### src/rtl/sync_fifo_if.sv
// Handshake and status bundle for sync_fifo: the master drives write/read
// requests, the slave (the FIFO) returns data, occupancy and status flags.
interface sync_fifo_if #(
    parameter int dw    = 32,
    parameter int depth = 16
);
    localparam int cw = $clog2(depth) + 1;

    logic [dw-1:0] din;
    logic          wen;
    logic          ren;
    logic [dw-1:0] dout;
    logic          empty;
    logic          full;
    logic          almost_full;
    logic          almost_empty;
    logic [cw-1:0] count;
    logic          overflow;
    logic          underflow;

    modport master (
        output din, wen, ren,
        input  dout, empty, full, almost_full, almost_empty, count, overflow, underflow
    );

    modport slave (
        input  din, wen, ren,
        output dout, empty, full, almost_full, almost_empty, count, overflow, underflow
    );
endinterface

### src/rtl/sync_fifo.sv
// Single-clock FIFO with registered status flags, overflow/underflow pulses
// and a choice of registered-read or first-word-fall-through output.
module sync_fifo #(
    parameter int dw     = 32,
    parameter int depth  = 16,
    parameter int af_thr = depth - 2,
    parameter int ae_thr = 2,
    parameter bit fwft   = 1'b0
) (
    input  logic       clk,
    input  logic       rst,
    sync_fifo_if.slave bus
);
    localparam int aw = $clog2(depth);
    localparam int cw = aw + 1;

    logic [dw-1:0] mem [depth];
    logic [aw-1:0] wptr_reg;
    logic [aw-1:0] rptr_reg;
    logic [aw-1:0] rptr_next;
    logic [cw-1:0] count_reg;
    logic [cw-1:0] count_next;
    logic          empty_reg;
    logic          full_reg;
    logic          af_reg;
    logic          ae_reg;
    logic          ovf_reg;
    logic          unf_reg;
    logic [dw-1:0] dout_reg;
    logic          read_acc;
    logic          write_acc;

    // A write into a full FIFO is still accepted when a read frees a slot in the same cycle.
    always_comb begin
        read_acc   = bus.ren && !empty_reg;
        write_acc  = bus.wen && (!full_reg || read_acc);
        rptr_next  = rptr_reg + aw'(read_acc);
        count_next = count_reg + cw'(write_acc) - cw'(read_acc);
    end

    always_ff @(posedge clk) begin
        if (!rst && write_acc) begin
            mem[wptr_reg] <= bus.din;
        end
    end

    always_ff @(posedge clk) begin
        if (rst) begin
            wptr_reg  <= '0;
            rptr_reg  <= '0;
            count_reg <= '0;
            empty_reg <= 1'b1;
            full_reg  <= 1'b0;
            af_reg    <= (af_thr == 0);
            ae_reg    <= 1'b1;
            ovf_reg   <= 1'b0;
            unf_reg   <= 1'b0;
        end else begin
            if (write_acc) begin
                wptr_reg <= wptr_reg + 1'b1;
            end
            rptr_reg  <= rptr_next;
            count_reg <= count_next;
            empty_reg <= (count_next == '0);
            full_reg  <= (count_next == cw'(depth));
            af_reg    <= (count_next >= cw'(af_thr));
            ae_reg    <= (count_next <= cw'(ae_thr));
            ovf_reg   <= bus.wen && !write_acc;
            unf_reg   <= bus.ren && !read_acc;
        end
    end

    generate
        if (fwft) begin : g_fwft
            // Preload the word that will be at the head after this edge; when the
            // FIFO is otherwise drained that word is the one being written now.
            always_ff @(posedge clk) begin
                if (rst) begin
                    dout_reg <= '0;
                end else if (count_next != '0) begin
                    if (write_acc && (count_reg == cw'(read_acc))) begin
                        dout_reg <= bus.din;
                    end else begin
                        dout_reg <= mem[rptr_next];
                    end
                end
            end
        end else begin : g_reg_read
            always_ff @(posedge clk) begin
                if (rst) begin
                    dout_reg <= '0;
                end else if (read_acc) begin
                    dout_reg <= mem[rptr_reg];
                end
            end
        end
    endgenerate

    assign bus.dout         = dout_reg;
    assign bus.empty        = empty_reg;
    assign bus.full         = full_reg;
    assign bus.almost_full  = af_reg;
    assign bus.almost_empty = ae_reg;
    assign bus.count        = count_reg;
    assign bus.overflow     = ovf_reg;
    assign bus.underflow    = unf_reg;
endmodule

### src/flat_wrapper.sv
// flat-port wrapper written by rule: the top's interface ports become plain ports
module sync_fifo_flat 
#(
    parameter int dw     = 32,
    parameter int depth  = 16,
    parameter int af_thr = depth - 2,
    parameter int ae_thr = 2,
    parameter bit fwft   = 1'b0
)
  (clk, rst, bus_din, bus_wen, bus_ren, bus_dout, bus_empty, bus_full, bus_almost_full, bus_almost_empty, bus_count, bus_overflow, bus_underflow);
  sync_fifo_if #(.dw(dw), .depth(depth)) bus_i ();
  input  logic clk;
  input  logic rst;
  input wire logic [$bits(bus_i.din)-1:0] bus_din;
  input wire logic [$bits(bus_i.wen)-1:0] bus_wen;
  input wire logic [$bits(bus_i.ren)-1:0] bus_ren;
  output wire logic [$bits(bus_i.dout)-1:0] bus_dout;
  output wire logic [$bits(bus_i.empty)-1:0] bus_empty;
  output wire logic [$bits(bus_i.full)-1:0] bus_full;
  output wire logic [$bits(bus_i.almost_full)-1:0] bus_almost_full;
  output wire logic [$bits(bus_i.almost_empty)-1:0] bus_almost_empty;
  output wire logic [$bits(bus_i.count)-1:0] bus_count;
  output wire logic [$bits(bus_i.overflow)-1:0] bus_overflow;
  output wire logic [$bits(bus_i.underflow)-1:0] bus_underflow;
  assign bus_i.din = bus_din;
  assign bus_i.wen = bus_wen;
  assign bus_i.ren = bus_ren;
  assign bus_dout = bus_i.dout;
  assign bus_empty = bus_i.empty;
  assign bus_full = bus_i.full;
  assign bus_almost_full = bus_i.almost_full;
  assign bus_almost_empty = bus_i.almost_empty;
  assign bus_count = bus_i.count;
  assign bus_overflow = bus_i.overflow;
  assign bus_underflow = bus_i.underflow;
  sync_fifo #(.dw(dw), .depth(depth), .af_thr(af_thr), .ae_thr(ae_thr), .fwft(fwft)) u_core (.clk(clk), .rst(rst), .bus(bus_i));
endmodule
### config.mk
export PLATFORM = sky130hd
export DESIGN_NAME = sync_fifo_flat
export DESIGN_NICKNAME = d
export VERILOG_FILES = /design/src/rtl/sync_fifo_if.sv /design/src/rtl/sync_fifo.sv /design/src/flat_wrapper.sv
export SDC_FILE = /design/constraint.sdc
export NUM_CORES = 1
export LEC_CHECK = 0
export ABC_AREA = 1
export CORE_MARGIN = 1
export CORE_UTILIZATION = 30
export CTS_BUF_LIST = sky130_fd_sc_hd__clkbuf_4 sky130_fd_sc_hd__clkbuf_8
export DETAILED_ROUTE_END_ITERATION = 7
export GPL_TIMING_DRIVEN = 0
export HOLD_SLACK_MARGIN = 0.06
export MAX_ROUTING_LAYER = met4
export SYNTH_ARGS = -nofsm -noshare
export SYNTH_HDL_FRONTEND = slang
export SYNTH_SLANG_ARGS = --single-unit
### constraint.sdc
create_clock -name clk -period 2.6 [get_ports clk]
set_input_delay 0.39 -clock clk [delete_from_list [all_inputs] [get_ports clk]]
set_output_delay 0.39 -clock clk [all_outputs]
set_load 0.02 [all_outputs]
==> results.md <==
- Status: finished, final reports clean
- Final Net Count: 2230
- Wire per inst: 19.4 um
- Critical path peak fanout: 7
- Share of cells above drive strength 1: 13.6%
- Crit share post-route: 95.6%
- Commonest cells in the netlist: nand2_1, edfxtp_1, nand3_1
- Max Clock Skew: 34.5 ps
- DRT iter0 DRCs: 1332
- Cell with the most instances after synthesis: nand2_1
- Max FFs per register: 512
- Wire length of the first global-routing pass: 92500 um
- Fill cells: 7100
- Global placement routability congestion: 0.800
- P&R area growth vs syn: 19.9%
- Die ar.: 76800 um^2
- Initial antenna violation count: 2
- Top FF cell, synth: edfxtp_1
- FMAX: 402 MHz
- WP data required: 3200 ps
- Input/output buffers: 77
- Crit. End Element: flip-flop
- Root buffer cell: clkbuf_8
- Area contributors post-synth: edfxtp_1, nand2_1, nand3_1, dfxtp_1, nor2_1
- Seq cells post-synth: 563
- Share of async-settable or async-resettable flops after synthesis: 0%
- Cell taking the most area after synthesis: edfxtp_1
- CP arrival: 3080 ps
- Die W: 277 um
- Placed inst area: 25200 um^2
- Worst-skew pair later-pin latency: 700 ps
- PD cells: 784 nW/um^2
- CTS Buf Count: 87
- Critical path class: reg2reg
- Synth top area share: 67.7%
- CTS tree: yes
- Routed vias: 15.3k
- DRC viols: 0
- Clock Sinks: 563
- Reg clk slew, reported paths: 60 ps
- CP Launch Type: flip-flop
- Vias per cell: 4.75
- Drt pass-1 iters: 5
- Number of synthesized flops with an enable pin: 512
- Hold Startpoint: bus_wen
- Maximum vdd drop: 0.000394 V
- Syn Area/Cell: 11.5 um^2
- Tot Pwr: 0.0214 W
- Post-DP HPWL: 41600 um
- Pin count of the biggest net entering global routing: 23
- Vias in the first global route: 15.1k
- Htree depth: 3
- Register Area: 16400 um^2
- Final hold violations: 0
- Floorplan Core Area: 74700 um^2
- Yosys warnings: 0
- Global route overflow: 0
- Worst-margin pin slew: 1170 ps
- Worst setup path startpoint: u_core.bus.empty$_SDFF_PP1_
- Worst-path cell chain: inv_2, nand2_4, buf_12, clkinvlp_4, buf_12, ha_4, inv_1, ha_2, fa_2, nand2_2, nand2_2, a21oi_2, xor2_1, buf_4, nand3_1, nand2_1
- Multi-input gate area: 5510 um^2
- Static Leak: 10.1 nW
- Routed wire length: 62500 um
- Detail Route Antenna Nets: 0
- Post-synthesis cell count: 1981
- Max-cap check violation count: 0
- Setup violators final: 0
- Min-delay worst type: in2reg
- Final Cell Area: 27300 um^2
- DIE HEIGHT: 277 um
- Final Critical Period: 2480 ps
- Final Max Tran Viols: 0
- Clock Path Buffers: 3
- Starting density of the core: 30.4%
- Synth Net Count: 2028
- Unique masters post-synth: 24
- # IOs: 79
- Max_slew headroom: 22.3%
- Row cnt: 100
- Total Routing Usage GR: 16.5%
- Post-synthesis cell area: 22700 um^2
- Sequential area share after synthesis: 72.2%
- Crit-path max cell delay: 360 ps
- Crit path max-delay cell type: fa_2
- Worst r2r src: u_core.bus.empty$_SDFF_PP1_
-- layer usage --
layer	share of wire (%)	global-route usage, %
met1	41	19.7
met2	50	27.6
met3	7.1	3.29
met4	2.5	6.04
met5	0	-
-- layout make-up --
| cell class | count | share of cell area [%] |
|---|---|---|
| Clock inverter | 28 | 0.634 |
| Multi-Input combinational cell | 1243 | 20.2 |
| Sequential cell | 563 | 60.2 |
| Inverter | 58 | 0.831 |
| Clock buffer | 133 | 5.78 |
| Tap cell | 969 | 4.45 |
| Timing Repair Buffer | 114 | 5.11 |
| Antenna cell | 2 | 0.0184 |
| Buffer | 116 | 2.81 |
-- stage by stage --
stage	instances	hold slack [ps]	setup WS (ps)	utilization, %	TNS (ps)
floorplan	1981	484	-224	-	-114700
global placement	3027	443	-2520	33.1	-1139570
detailed placement	3043	457	-1180	33.7	-194440
CTS	3207	265	-9.52	36.1	-35.1
global route	3226	293	-38.5	36.5	-598
finish	3226	310	115	36.5	0
-- where the power goes --
group | switching [W] | internal (W) | leakage [nW]
Clock | 0.00344 | 0.00398 | 0.933
Combinational | 0.00236 | 0.00133 | 4.11
Sequential | 0.000115 | 0.0101 | 5.03
-- cells by family (layout without fill, tap and decap cells) --
family,Yosys count,after routing,synth area share [%]
XOR/XNOR,5,5,0.193
flip-flops,563,563,72.2
buffers and inverters,175,449,4.31
AND/OR/NAND/NOR,1218,1218,22.5
adder cells (fa/ha/maj),11,11,0.639
other,0,2,0
AO/OA/AOI/OAI,9,9,0.198
-- placed cells by master (no fill, tap or decap), drive strengths merged --
cell	n
fa	1
nand3	424
nor2	96
inv	58
a21oi	5
diode	2
xor2	3
bufinv	1
ha	10
o21ai	4
clkdlybuf4s50	77
dfxtp	51
nand2	697
nand4	1
buf	137
xnor2	2
clkbuf	149
clkinvlp	4
edfxtp	512
clkinv	23
-- worst paths after layout --
| kind | end | slack [ps] | cells after the start |
|---|---|---|---|
| min reg2reg | u_core.bus.overflow$_SDFF_PP0_ | 460 | 2 |
| max reg2reg | u_core.bus.almost_empty$_SDFF_PP1_ | 120 | 16 |
| min | u_core.bus.overflow$_SDFF_PP0_ | 310 | 3 |
| max | u_core.bus.almost_empty$_SDFF_PP1_ | 120 | 16 |
-- what timing repair did --
| item | 4_1_cts | 5_1_grt |
|---|---|---|
| endpoints found under the setup margin | 8 | 320 |
| hold buffers | 0 | 0 |
| pin swaps | 1 | 13 |
| buffers inserted | 4 | 17 |
| gates resized for setup | 6 | 8 |
-- worst max-delay path: cells and delay by family (launching register included) --
kind / cells / cell delay (ps)
compound gates: 1 / 140
xor+xnor: 1 / 230
fa+ha+maj: 3 / 780
buf+inv: 6 / 600
flops: 1 / 340
simple gates: 5 / 310
Note: power is estimated with default switching activity, not from simulation.
